<file path="src/rtl/cycle_countdown.sv">
// Loadable down-counter built from a toggle chain; pulses done when the count runs out.
// Define CYCLE_COUNTDOWN_RELOAD_EN for periodic mode (terminal count reloads the start value).
module cycle_countdown #(
  parameter int WIDTH = 5
) (
  input  logic             clk,
  input  logic             clr,
  input  logic             start,
  input  logic [WIDTH-1:0] init,
  input  logic             en,
  output logic [WIDTH-1:0] count,
  output logic             busy,
  output logic             done
);

  typedef enum logic {
    IDLE = 1'b0,
    RUN  = 1'b1
  } state_t;

  state_t           r_state, w_next_state;
  logic [WIDTH-1:0] r_count, w_next_count;
  logic [WIDTH-1:0] w_toggle;
  logic             r_done, w_next_done;
  logic             w_dec;
  logic             w_terminal;
`ifdef CYCLE_COUNTDOWN_RELOAD_EN
  logic [WIDTH-1:0] r_reload, w_next_reload;
`endif

  // Borrow ripple: bit i flips only when every lower bit is already 0.
  always_comb begin : toggle_chain
    logic w_borrow;
    w_borrow = 1'b1;
    w_toggle = '0;
    for (int i = 0; i < WIDTH; i++) begin
      w_toggle[i] = w_borrow;
      w_borrow    = w_borrow & ~r_count[i];
    end
  end

  assign w_dec      = (r_state == RUN) && en && !start;
  assign w_terminal = w_dec && (r_count == WIDTH'(1));

  always_comb begin
    // NOTE: every signal gets a default first so no path leaves it unassigned (no latch).
    w_next_state = r_state;
    w_next_count = r_count;
    w_next_done  = 1'b0;
`ifdef CYCLE_COUNTDOWN_RELOAD_EN
    w_next_reload = r_reload;
`endif
    if (start) begin
      if (init != '0) begin
        w_next_state = RUN;
        w_next_count = init;
`ifdef CYCLE_COUNTDOWN_RELOAD_EN
        w_next_reload = init;
`endif
      end else begin
        w_next_state = IDLE;
        w_next_count = '0;
        w_next_done  = 1'b1;
      end
    end else if (w_dec) begin
      w_next_count = r_count ^ w_toggle;
      if (w_terminal) begin
        w_next_done = 1'b1;
`ifdef CYCLE_COUNTDOWN_RELOAD_EN
        w_next_count = r_reload;
`else
        w_next_state = IDLE;
`endif
      end
    end
  end

  always_ff @(posedge clk or posedge clr) begin
    if (clr) begin
      r_state <= IDLE;
      r_count <= '0;
      r_done  <= 1'b0;
`ifdef CYCLE_COUNTDOWN_RELOAD_EN
      r_reload <= '0;
`endif
    end else begin
      // NOTE: non-blocking so all registers update from the same pre-edge values.
      r_state <= w_next_state;
      r_count <= w_next_count;
      r_done  <= w_next_done;
`ifdef CYCLE_COUNTDOWN_RELOAD_EN
      r_reload <= w_next_reload;
`endif
    end
  end

  assign count = r_count;
  assign busy  = (r_state == RUN);
  assign done  = r_done;

endmodule
</file>
<file path="config.mk">
export PLATFORM = sky130hd
export DESIGN_NAME = cycle_countdown
export DESIGN_NICKNAME = d
export VERILOG_FILES = /design/src/rtl/cycle_countdown.sv
export SDC_FILE = /design/constraint.sdc
export NUM_CORES = 1
export LEC_CHECK = 0
export ABC_AREA = 1
export CAP_MARGIN = 10
export CORE_AREA = 4 4 41 43
export DETAILED_ROUTE_END_ITERATION = 8
export DIE_AREA = 0 0 45 47
export PLACE_DENSITY = 0.59
export SLEW_MARGIN = 10
export SYNTH_ARGS = -nofsm -noshare
export SYNTH_HDL_FRONTEND = slang
export SYNTH_SLANG_ARGS = --single-unit
</file>
<file path="constraint.sdc">
create_clock -name clk -period 1.5 [get_ports clk]
set_input_delay 0.3 -clock clk [delete_from_list [all_inputs] [get_ports clk]]
set_output_delay 0.3 -clock clk [all_outputs]
set_load 0.02 [all_outputs]
</file>
==> run_results.csv, run 1 <==
group,metric,value,unit
outcome,status,"complete, no violations",
finish,finalNonFillerCells,85,
sta,setup-tns-final,0,ns
finish,fin_nets,84,
setup_path,cp-start-kind,"register",
sta,worst_slew_pin_slew,0.302,ns
finish,antenna_cells,0,
clocking,cts.clk_slew.worst_paths,0.06,ns
synthesis,syn_nets,64,
power_and_ir_drop,p_leak,0.344,nW
placed_design,post_dp_cell_area,619,sq um
power_and_ir_drop,p_int,392,uW
sta,final_hold_viol_count,0,
clocking,htreeDepth,1,
clocking,clock_latency,0.26,ns
route,wirelength,978,um
placed_design,dp.cells,81,
global_routing,antenna_found_initial,0,
sta,holdWs,0.282,ns
synthesis,netlist_top_cells_area,"dfrtp_1 39%, nand2_1 12%, ha_1 11%",
synthesis,syn_area,454,sq um
flow_run,cap_violations,0,
clocking,holdBufCountCts,0,
sta,final.setup.worst_slack,0.109,ns
die,initial_core_util,34.9,%
placed_design,gp_congestion,0.721,
die,die_area,2120,sq um
synthesis,ys_ff_latch,7,
power_and_ir_drop,sequentialPowerShare,39.3,%
clocking,clock-sinks,7,
sta,clock_skew,0.00402,ns
sta,grt_setup_unrepaired,"false",
setup_path,setup.worst_path.class,"register to register",
placed_design,place_ws,0.0664,ns
clocking,clock_path_buffers,2,
synthesis,synth_enable_flop_cells,0,
route,ant_nets,0,
synthesis,synthTopCellsByCount,"14 x nand2_1, 7 x dfrtp_1, 6 x inv_1",
synthesis,yosys.area.top_type,"dfrtp_1",
setup_path,cp-end-kind,"register",
setup_path,cp.required,1.64,ns
sta,slew_headroom,79.8,%
sta,finalCritPeriodShare,92.7,%
placed_design,io_buffers,15,
global_routing,grt_pass1_wl,1660,um
finish,utilization,49.3,%
synthesis,synthArstFlopShare,100,%
power_and_ir_drop,switching_share,33.2,%
synthesis,yosysMostFrequentCell,"nand2_1",
sta,min_period,1.39,ns
route,vias_per_cell,4.65,
finish,fin_area,642,sq um
synthesis,avgSynthCellArea,8.91,sq um
synthesis,synth_flop_cell,"dfrtp_1",
sta,finalSetupViolations,0,
finish,fill_cells,130,
placed_design,hpwl,787,um
global_routing,grt.overflow.total,0,
setup_path,rr_startpoint,"count[0]",
setup_path,r2r-end,"count[4]",
setup_path,r2r_slack,0.11,ns
global_routing,grtUsageTotal,11.7,%
setup_path,path_max_fanout,5,
sta,drv_slew,0,
global_routing,grt_max_degree,10,
setup_path,rr_worst_depth,7,
route,avgRoutedWirePerCell,11.5,um
hold_path,hold_class,"primary input to asynchronous set/reset pin",
synthesis,syn_inst,51,
global_routing,grt_pass1_vias,392,
power_and_ir_drop,p_switching,195,uW
clocking,cts_tree,"yes",
synthesis,synth_top_area_share,38.6,%
power_and_ir_drop,clkPwrFrac,30.4,%
finish,area_delta_synth_final,41.3,%
synthesis,yosysWarnings,0,
die,core_area,1300,sq um
die,die_x,45,um
die,chipHeight,47,um
sta,clock.fmax,719,MHz
route,drcViolationCount,0,
power_and_ir_drop,vdd_ir_drop_max,0.473,mV
power_and_ir_drop,power_frac_comb,30.3,%
clocking,cts_buffers,3,
setup_path,worstPathArrival,1.54,ns
power_and_ir_drop,p_total,587,uW
route,drtIter0Drc,5,
route,dr.pass1.iters,4,
synthesis,yosysUniqueCellTypes,15,
die,pin_count,16,
die,num_rows,13,
clocking,root_buffer,"clkbuf_4",
route,num_vias,395,
power_and_ir_drop,power.density,915,nW/um^2
synthesis,yosysSeqAreaShare,38.6,%
finish,drive_above_1_share,21.4,%
[logic make-up after synthesis]
kind of cell / after synthesis / synth area share (%)
compound gates: 5 / 12.1
xor+xnor: 1 / 1.93
fa+ha+maj: 4 / 11.0
buf+inv: 9 / 9.09
flops: 7 / 38.6
simple gates: 25 / 27.3
[power by group through the flow]
stage / combinational (mW) / sequential, mW / clock [mW]
CTS: 0.182 / 0.231 / 0.192
finish: 0.178 / 0.231 / 0.179
global route: 0.198 / 0.236 / 0.205
floorplan: 0.0887 / 0.257 / 0
global placement: 0.191 / 0.234 / 0
detailed placement: 0.195 / 0.235 / 0
[flip-flops by register name (all words and copies together), names as in the netlist]
register,cells
busy,1
count,5
done,1
[repair_timing]
item	4_1_cts	5_1_grt
setup endpoints to repair	6	2
setup buffers	0	0
resized for setup	6	2
pin swaps	0	0
[cell type report]
cell class              count  area [sq um]  area share (%)
repair buffers             16           153            23.8
multi-input cells          35           238            37.0
flip-flops and latches      7           176            27.5
well taps                  15          18.8            2.92
inverters                   8          30.0            4.68
clock buffers               4          26.3            4.09
[worst max-delay path, stage by stage (launching register included)]
cell and delay, ns:
dfrtp_2 0.40, inv_1 0.05, ha_1 0.20, ha_1 0.19, ha_1 0.19, xor2_1 0.14
nand2_1 0.06, nand3_1 0.06
[layer usage]
layer	global-route usage (%)	vias to the layer above	routed length, um
li1	-	200	-
met1	14.1	174	441
met2	16.7	16	442
met3	6.90	5	77
met4	5.26	0	17
met5	0	-	0
[placed cells by master, fill, tap and decap left out, drive strengths merged]
master         count
buf                1
clkbuf             4
clkdlybuf4s50      8
dfrtp              7
dlygate4sd2        6
dlymetal6s2s       1
ha                 4
inv                8
nand2             16
nand3              3
nor2               5
nor3               1
o211ai             4
o21ai              1
xor2               1
[worst max-delay path by stage]
stage	start	endpoint	slack (ns)
2_1_floorplan	count[0]	count[4]	0.03
3_3_place_gp	count[0]	count[4]	0.08
3_5_place_dp	count[0]	count[4]	0.07
4_1_cts	done	done	0.01
5_1_grt	count[0]	count[4]	0.02
6_report	count[0]	count[4]	0.11
No activity file was read; power rests on OpenSTA's default activity.
==> inputs of run 2 (changes only) <==
CAP_MARGIN = 20   (was 10)
GPL_ROUTABILITY_DRIVEN = 0   (was unset)
HOLD_SLACK_MARGIN = 0.1   (was unset)
==> results of run 2 <==
Same layout as run 1: the final DEF is identical, and so are final timing and power.
